[src/rtl/sum_accumulator_if.sv]
// Sample/result handshake bundle for sum_accumulator: sample stream in, block totals out.
// No latency of its own; flow control is valid/ready on both sides, and clear is a one-cycle flush request.
// Ready is driven by the slave on the input side and by the master on the output side.
interface sum_accumulator_if #(
    parameter int SAMPLE_W = 10,
    parameter int COUNT    = 4,
    parameter int ACC_W    = SAMPLE_W + $clog2(COUNT)
);
    logic                     in_valid;
    logic                     in_ready;
    logic [SAMPLE_W-1:0]      in_sum;
    logic                     clear;
    logic                     out_valid;
    logic                     out_ready;
    logic [ACC_W-1:0]         out_total;
    logic [SAMPLE_W-1:0]      out_avg;
    logic [$clog2(COUNT):0]   sample_cnt;

    modport master (
        output in_valid, in_sum, clear, out_ready,
        input  in_ready, out_valid, out_total, out_avg, sample_cnt
    );

    modport slave (
        input  in_valid, in_sum, clear, out_ready,
        output in_ready, out_valid, out_total, out_avg, sample_cnt
    );
endinterface

[src/rtl/sum_accumulator.sv]
// Accumulates COUNT unsigned samples into a block total and average, then holds the result until it is taken.
// Result appears 1 cycle after the last accepted sample and stays stable until out_ready.
// While holding, in_ready is low, so no further samples are accepted; in_ready is a pure function of state.
module sum_accumulator #(
    parameter int SAMPLE_W = 10,
    parameter int COUNT    = 4,
    parameter int ACC_W    = SAMPLE_W + $clog2(COUNT)
) (
    input  logic             clk,
    input  logic             reset,
    sum_accumulator_if.slave bus
);
    localparam int LOG2  = $clog2(COUNT);
    localparam int CNT_W = LOG2 + 1;

    typedef enum logic {ACCUM, HOLD} state_t;

    state_t              state;
    logic [ACC_W-1:0]    acc;
    logic [CNT_W-1:0]    cnt;
    logic [ACC_W-1:0]    total_q;
    logic [SAMPLE_W-1:0] avg_q;
    logic                in_ready_q;
    logic                out_valid_q;

    logic [ACC_W-1:0]    acc_next;
    logic [CNT_W-1:0]    cnt_next;
    logic [ACC_W-1:0]    avg_wide;

    always_comb begin
        acc_next = acc + ACC_W'(bus.in_sum);
        cnt_next = cnt + CNT_W'(1);
        avg_wide = acc_next >> LOG2;
    end

    // Priority: reset, then clear, then result handoff, then sample intake.
    always_ff @(posedge clk) begin
        if (reset) begin
            state       <= ACCUM;
            acc         <= '0;
            cnt         <= '0;
            total_q     <= '0;
            avg_q       <= '0;
            in_ready_q  <= 1'b1;
            out_valid_q <= 1'b0;
        end else if (bus.clear) begin
            state       <= ACCUM;
            acc         <= '0;
            cnt         <= '0;
            in_ready_q  <= 1'b1;
            out_valid_q <= 1'b0;
        end else if (state == HOLD) begin
            if (bus.out_ready) begin
                state       <= ACCUM;
                acc         <= '0;
                cnt         <= '0;
                in_ready_q  <= 1'b1;
                out_valid_q <= 1'b0;
            end
        end else if (bus.in_valid) begin
            acc <= acc_next;
            cnt <= cnt_next;
            if (cnt_next == CNT_W'(COUNT)) begin
                state       <= HOLD;
                total_q     <= acc_next;
                avg_q       <= SAMPLE_W'(avg_wide);
                in_ready_q  <= 1'b0;
                out_valid_q <= 1'b1;
            end
        end
    end

    assign bus.in_ready   = in_ready_q;
    assign bus.out_valid  = out_valid_q;
    assign bus.out_total  = total_q;
    assign bus.out_avg    = avg_q;
    assign bus.sample_cnt = cnt;
endmodule

[src/flat_wrapper.sv]
// flat-port wrapper written by rule: the top's interface ports become plain ports
module sum_accumulator_flat 
#(
    parameter int SAMPLE_W = 10,
    parameter int COUNT    = 4,
    parameter int ACC_W    = SAMPLE_W + $clog2(COUNT)
)
  (clk, reset, bus_in_valid, bus_in_sum, bus_clear, bus_out_ready, bus_in_ready, bus_out_valid, bus_out_total, bus_out_avg, bus_sample_cnt);
  sum_accumulator_if #(.SAMPLE_W(SAMPLE_W), .COUNT(COUNT), .ACC_W(ACC_W)) bus_i ();
  input  logic clk;
  input  logic reset;
  input wire logic [$bits(bus_i.in_valid)-1:0] bus_in_valid;
  input wire logic [$bits(bus_i.in_sum)-1:0] bus_in_sum;
  input wire logic [$bits(bus_i.clear)-1:0] bus_clear;
  input wire logic [$bits(bus_i.out_ready)-1:0] bus_out_ready;
  output wire logic [$bits(bus_i.in_ready)-1:0] bus_in_ready;
  output wire logic [$bits(bus_i.out_valid)-1:0] bus_out_valid;
  output wire logic [$bits(bus_i.out_total)-1:0] bus_out_total;
  output wire logic [$bits(bus_i.out_avg)-1:0] bus_out_avg;
  output wire logic [$bits(bus_i.sample_cnt)-1:0] bus_sample_cnt;
  assign bus_i.in_valid = bus_in_valid;
  assign bus_i.in_sum = bus_in_sum;
  assign bus_i.clear = bus_clear;
  assign bus_i.out_ready = bus_out_ready;
  assign bus_in_ready = bus_i.in_ready;
  assign bus_out_valid = bus_i.out_valid;
  assign bus_out_total = bus_i.out_total;
  assign bus_out_avg = bus_i.out_avg;
  assign bus_sample_cnt = bus_i.sample_cnt;
  sum_accumulator #(.SAMPLE_W(SAMPLE_W), .COUNT(COUNT), .ACC_W(ACC_W)) u_core (.clk(clk), .reset(reset), .bus(bus_i));
endmodule
[config.mk]
export PLATFORM = sky130hd
export DESIGN_NAME = sum_accumulator_flat
export DESIGN_NICKNAME = d
export VERILOG_FILES = /design/src/rtl/sum_accumulator_if.sv /design/src/rtl/sum_accumulator.sv /design/src/flat_wrapper.sv
export SDC_FILE = /design/constraint.sdc
export NUM_CORES = 1
export LEC_CHECK = 0
export ABC_AREA = 1
export CORE_MARGIN = 3
export CORE_UTILIZATION = 50
export CTS_CLUSTER_SIZE = 25
export DETAILED_ROUTE_END_ITERATION = 10
export PLACE_DENSITY = 0.8
export SYNTH_ARGS = -nofsm -noshare
export SYNTH_HDL_FRONTEND = slang
export SYNTH_SLANG_ARGS = --single-unit
[constraint.sdc]
create_clock -name clk -period 2 [get_ports clk]
set_input_delay 0.4 -clock clk [delete_from_list [all_inputs] [get_ports clk]]
set_output_delay 0.4 -clock clk [all_outputs]
set_load 0.01 [all_outputs]
==> impl.org <==
** Run status
- Status :: finished clean

** Layout
- At the end of the flow, the number of nets in the layout was 350.
- In the layout the commonest cells are sky130_fd_sc_hd__nand2_1 (78), sky130_fd_sc_hd__clkdlybuf4s50_1 (41), sky130_fd_sc_hd__inv_1 (40).
- The area growth from synthesis to layout is 31.33%.
- Commonest non-fill, non-tap cell in the layout :: sky130_fd_sc_hd__nand2_1
- The finished cells cover 0.002412 sq mm.
- Area occupied by registers :: approximately 600 sq um
- Proportion of layout cells with a drive suffix above 1 :: around a tenth
- Final-layout fill cell count :: 290
- Summing all multi-input logic gate instances after layout gives 982.2 sq um.
- Fin util :: 70.08%
- The number of antenna diodes in the final layout is 0.

** Synthesis
- Synth top area cells :: sky130_fd_sc_hd__dfxtp_1 (33%), sky130_fd_sc_hd__nand2_1 (16%), sky130_fd_sc_hd__ha_1 (8.2%)
- Fraction of post-synthesis cell area in the top cell type by area :: 32.70%
- Xor/xnor cell area share of the yosys netlist :: roughly 2.8%
- Nets in the synthesized netlist :: 301
- Mapped Cells :: between 200 and 300
- Warning count from the yosys run :: 0
- Register bit total from synthesis :: 30
- Sequential cells were found to cover 32.70% of the synthesized design area.
- Count of distinct cell types in the synthesized netlist :: 26
- The biggest area contributor in the post-synthesis netlist is sky130_fd_sc_hd__dfxtp_1.
- After Yosys synthesis, and, or, nand and nor cells account for 30.65% of the synthesized area.
- Summing every instance area after synthesis gives ~0.0018 sq mm.
- After synthesis, the largest family of logic cells by area is simple AND/OR/NAND/NOR gates.
- A synthesized cell averages 6.728 sq um.
- Summing the areas of all compound-gate instances in the mapped netlist gives 10.49% of the synthesized area.
- After Yosys synthesis, full adders, half adders and majority gates account for 9.264% of the synthesized area.
- Portion of netlist area occupied by mux cells :: 0%

** Route
- Before antenna repair, the detailed router went through 4 iterations.
- Detailed-route DRC error count :: 0
- In this run the remaining antenna-violating nets after routing total 0.
- After detailed routing, the total wire length is between 4000 and 5000 um.
- Routed length per instance :: 11.35 um
- After the first detailed-routing iteration, the DRC count stood at 102.
- Dividing the detail-routed via count by the number of cells gives just under 5.
- Routed vias :: 1784

** Worst setup path
- Worst setup path class :: in2reg
- Worst-case reg-to-reg path depth :: 9
- The setup check on the worst reg-to-reg path leaves a slack of 370 ps.
- Reg2Reg Launch Point :: u_core.acc[0]
- Required time at the endpoint of the critical path :: 2210 ps
- Launch point of the worst path :: bus_in_sum[0]
- Critical register-to-register path endpoint :: u_core.acc[6]
- Type of element capturing the critical path :: register
- The critical path ends at u_core.acc[6].
- Maximum net fanout on the critical path :: 3
- STA classifies the critical path startpoint as an input pin.
- Arrival time at the worst endpoint :: 2080 ps

** Job
- Reported max-cap violation count :: 0

** STA
- Unrepaired setup endpoints after global routing :: no
- Relative slew slack :: 66.31%
- Hold timing on the final database bottoms out at a slack of 451.4 ps.
- Final-report setup violation count :: 0
- Min cycle time layout :: 1871 ps
- The max-slew violation count came to 0.
- Worst setup margin :: roughly 130 ps
- Clock tree skew after final layout :: 2.961 ps
- Of the available clock period, the critical path in the final layout requires 93.54%.
- Static timing analysis puts the maximum clock frequency at around 0.53 GHz.
- Transition time at the pin with the least slew margin :: 504.8 ps
- The final count of hold timing violations was 0.

** Clock network
- In this run, post-CTS hold repair placed 0 buffers.
- CTS tree :: built
- Clock-pin slew reported for the worst setup and hold paths after clock tree synthesis :: 60 ps
- TritonCTS created 5 clock buffers.
- In this run the post-CTS setup repair buffer count came out at 0.
- Counting along the longest clock path gives a buffer depth of 2.
- Post_cts resized :: 0
- Clock latency on the worst-skew pair, taken at its later pin, is 280 ps.
- The H-tree was split into 2 levels.
- In this run the clock root is driven by a sky130_fd_sc_hd__clkbuf_8.
- Count of clock tree sinks :: 30

** Floorplanning
- Number of core rows :: 21
- The die covers 0.004437 sq mm.
- In this run the standard cell core region covers roughly 0.0034 sq mm.
- Measured along the y axis, the die boundary spans 66.61 um.
- Measured along the x axis, the die boundary spans 66.61 um.
- For this configuration, the core starts out at a cell density of a little over half.
- 42 I/O pins were placed.

** Worst hold path
- HP Class :: reg2reg

** Placed design
- IO Port Bufs :: 41
- The congestion estimate from routability-driven global placement came to roughly 0.90.
- Area after DPL :: approximately 0.0023 sq mm
- Placed wire-length estimate :: between 3000 and 4000 um
- At the placement stage, the worst setup path has a slack of -217.2 ps.

** Global routing
- Overall overflow remaining after global route :: 0
- Across every metal layer, demand over resource in global routing totals between 20% and 30%.
- Number of antenna violations at the first check in global routing :: 0
- Entering global routing, the biggest net connects 16 pins.
- Number of global-route vias before repair :: around 1600
- Global-route wire length before repair :: 6817 um

** Power
- In this run the power density over the cells is between 500 and 600 mW/mm^2.
- Summed over all cells, the static leakage comes to ~1.2 nW.
- The worst-case IR drop observed on VDD is 0.4496 mV.
- Overall power :: 1.347 mW
-- worst max-delay path, cell delays in order --
cell,delay (ps)
sky130_fd_sc_hd__clkdlybuf4s50_1,410
sky130_fd_sc_hd__ha_2,200
sky130_fd_sc_hd__fa_2,340
sky130_fd_sc_hd__nand2_1,70
sky130_fd_sc_hd__nand3_1,110
sky130_fd_sc_hd__nand3_1,90
sky130_fd_sc_hd__nand2_1,60
sky130_fd_sc_hd__xor2_1,210
sky130_fd_sc_hd__nand2_1,70
sky130_fd_sc_hd__a21oi_1,110
-- registers in the layout (all words and copies together) (netlist names) --
register,count
u_core.bus.sample_cnt,3
u_core.state,1
u_core.acc,12
u_core.bus.out_valid,1
u_core.bus.in_ready,1
u_core.bus.out_avg,10
u_core.bus.out_total,2
-- layout make-up --
cell class | count | share of cell area, %
clock buffer | 7 | 3.579
clock inverter | 1 | 0.2075
inverter | 40 | 6.224
multi-input combinational | 188 | 40.72
sequential | 30 | 24.90
tap | 46 | 2.386
timing repair buffer | 57 | 21.99
-- where the power goes --
part / internal [mW] / total, mW / switching, mW
Combinational: 0.105 / 0.231 / 0.126
Clock: 0.277 / 0.501 / 0.224
Sequential: 0.608 / 0.615 / 0.00677
Total: 0.990 / 1.35 / 0.357
-- synthesized netlist by cell type --
| library cell | instances |
|---|---|
| sky130_fd_sc_hd__a21boi_0 | 1 |
| sky130_fd_sc_hd__a21o_1 | 2 |
| sky130_fd_sc_hd__a21oi_1 | 19 |
| sky130_fd_sc_hd__a21oi_2 | 1 |
| sky130_fd_sc_hd__buf_2 | 3 |
| sky130_fd_sc_hd__buf_4 | 11 |
| sky130_fd_sc_hd__buf_6 | 1 |
| sky130_fd_sc_hd__dfxtp_1 | 30 |
| sky130_fd_sc_hd__fa_1 | 1 |
| sky130_fd_sc_hd__ha_1 | 12 |
| sky130_fd_sc_hd__inv_1 | 40 |
| sky130_fd_sc_hd__nand2_1 | 78 |
| sky130_fd_sc_hd__nand2_2 | 1 |
| sky130_fd_sc_hd__nand2_4 | 1 |
| sky130_fd_sc_hd__nand3_1 | 15 |
| sky130_fd_sc_hd__nand3_2 | 1 |
| sky130_fd_sc_hd__nand4_1 | 3 |
| sky130_fd_sc_hd__nor2_1 | 32 |
| sky130_fd_sc_hd__nor2_4 | 2 |
| sky130_fd_sc_hd__o21ai_0 | 9 |
| sky130_fd_sc_hd__o21ai_1 | 3 |
| sky130_fd_sc_hd__o22ai_1 | 1 |
| sky130_fd_sc_hd__or2_1 | 1 |
| sky130_fd_sc_hd__xnor2_1 | 1 |
| sky130_fd_sc_hd__xor2_1 | 3 |
| sky130_fd_sc_hd__xor2_2 | 1 |
-- logic make-up after synthesis --
family | count (synthesis)
buf+inv | 55
xor+xnor | 5
compound gates | 36
flops | 30
simple gates | 134
fa+ha+maj | 13
-- layer usage --
| metal | vias up | GRT usage, % | wire length (um) |
|---|---|---|---|
| li1 | 940 | - | - |
| met5 | - | 0 | 0 |
| met4 | 0 | 6.853 | 71 |
| met3 | 8 | 4.553 | 187 |
| met2 | 46 | 32.18 | 1968 |
| met1 | 790 | 26.29 | 1960 |
-- worst min-delay path by stage --
stage | start | to | slack [ps] | depth (start not counted)
CTS | u_core.bus.out_valid | u_core.bus.out_valid | 460 | 2
global route | u_core.bus.out_valid | u_core.bus.out_valid | 470 | 2
detailed placement | u_core.bus.out_valid | u_core.bus.out_valid | 450 | 2
floorplan | u_core.acc[2] | u_core.acc[2] | 440 | 2
finish | u_core.bus.out_valid | u_core.bus.out_valid | 450 | 2
global placement | u_core.bus.out_valid | u_core.bus.out_valid | 440 | 2
-- metrics by stage --
step / instances / setup TNS, ps
after global routing: 369 / 0
after floorplan: 273 / 0
after detailed placement: 361 / -1965
after CTS: 369 / 0
final: 369 / 0
after global placement: 361 / -1482
Power figures use the tool's default switching activity.
==> variant (config.mk and constraints unchanged) <==
`SAMPLE_W` is set to 10 in 3 places; all go to 5.
--- a/src/rtl/sum_accumulator_if.sv
+++ b/src/rtl/sum_accumulator_if.sv
@@ -3,5 +3,5 @@
 // Ready is driven by the slave on the input side and by the master on the output side.
 interface sum_accumulator_if #(
-    parameter int SAMPLE_W = 10,
+    parameter int SAMPLE_W = 5,
     parameter int COUNT    = 4,
     parameter int ACC_W    = SAMPLE_W + $clog2(COUNT)
--- a/src/rtl/sum_accumulator.sv
+++ b/src/rtl/sum_accumulator.sv
@@ -3,5 +3,5 @@
 // While holding, in_ready is low, so no further samples are accepted; in_ready is a pure function of state.
 module sum_accumulator #(
-    parameter int SAMPLE_W = 10,
+    parameter int SAMPLE_W = 5,
     parameter int COUNT    = 4,
     parameter int ACC_W    = SAMPLE_W + $clog2(COUNT)
--- a/src/flat_wrapper.sv
+++ b/src/flat_wrapper.sv
@@ -2,5 +2,5 @@
 module sum_accumulator_flat 
 #(
-    parameter int SAMPLE_W = 10,
+    parameter int SAMPLE_W = 5,
     parameter int COUNT    = 4,
     parameter int ACC_W    = SAMPLE_W + $clog2(COUNT)
Ports: changed (resized bus_in_sum, bus_out_avg and bus_out_total); port bits go from 42 to 27. The function was not compared with the original's and may differ.
==> variant against the original RTL <==
- power fell by 36%
- sequential cell count fell by 10
- cell area shrank 41%
- worst setup slack improved by 0.13 ns
- area after synthesis decreased by 40%
- global-route usage is 1.1 points lower
- sequential share of layout area increased by 3.4 points
- critical path depth unchanged
- maximum frequency rose by 7.5%
- clock skew is essentially flat
- wire length is 45% lower
- worst hold slack improved by 0.016 ns
- critical path type unchanged
- highest routed layer unchanged
==> variant: results (changes against the original RTL) <==
| Metric | Value |
|---|---|
| H-Tree Depth | `1 (was 2)` |
| Register Area | `400 um2 (was 601 um2)` |
| Fraction of area in multi-input gates | `39.0% (was 40.7%)` |
| Synth cell types | `22 (was 26)` |
| Root Driver | `clkbuf_4 (was clkbuf_8)` |
| HPWL after DPL | `1790 um (was 3230 um)` |
| Worst-Skew Late Latency | `0.32 ns (was 0.28 ns)` |
| Relative slew margins | `81.5% (was 66.3%)` |
| Clk slew on worst S/H paths | `0.13 ns (was 0.06 ns)` |
| Crit path time final | `1.74 ns (was 1.87 ns)` |
| Largest net degree at the start of global routing | `13 (was 16)` |
| Adder-Cell Fraction of Synth Area | `9.78% (was 9.26%)` |
| Outcome | `finished, final reports clean (unchanged)` |
| Signal buffers | `30 (was 57)` |
| Yosys top cell area share | `36.4% (was 32.7%)` |
| Nets | `197 (was 350)` |
| Fillcell total | `175 (was 290)` |
| First-pass GRT wire length | `3880 um (was 6820 um)` |
| Xor and xnor area share after synthesis | `0.796% (was 2.79%)` |
| GP Congestion | `0.813 (was 0.904)` |
| Total instance count after detailed placement | `201 (was 361)` |
| Switch share | `24.4% (was 26.5%)` |
| Clk tree area frac | `3.71% (was 3.79%)` |
| Area post-placement | `1360 um2 (was 2320 um2)` |
| Commonest cells post-synth | `nand2_1 (40), dfxtp_1 (20), inv_1 (18) (was nand2_1 (78), inv_1 (40), nor2_1 (32))` |
| Peak supply drop | `0.580 mV (was 0.450 mV)` |
==> variant: cell families (layout without fill, tap and decap cells) <==
kind of cell / count (synthesis) / count (layout)
DFF: 20 / 20
adders and majority gates: 8 / 8
buffers and inverters: 29 / 56
AOI/OAI and AO/OA: 22 / 22
and+or+nand+nor: 71 / 71
xor gates and xnor gates: 1 / 1
==> variant: power groups by stage <==
stage / Clock (mW) / Sequential (mW) / Combinational (mW)
after global placement: 0 / 0.417 / 0.101
final: 0.352 / 0.409 / 0.104
after detailed placement: 0 / 0.417 / 0.104
after global routing: 0.361 / 0.409 / 0.116
after CTS: 0.351 / 0.408 / 0.104
after floorplan: 0 / 0.417 / 0.0610
==> variant: metal layers <==
layer | track usage [%] | share of wire (%) | vias to the layer above | routed length [um]
met2 | 33.1 | 50 | 20 | 1170
met1 | 22.0 | 43 | 450 | 1000
met3 | 3.38 | 3.2 | 7 | 75
li1 | - | - | 524 | -
met4 | 9.36 | 2.8 | 0 | 65
met5 | 0 | 0 | - | 0
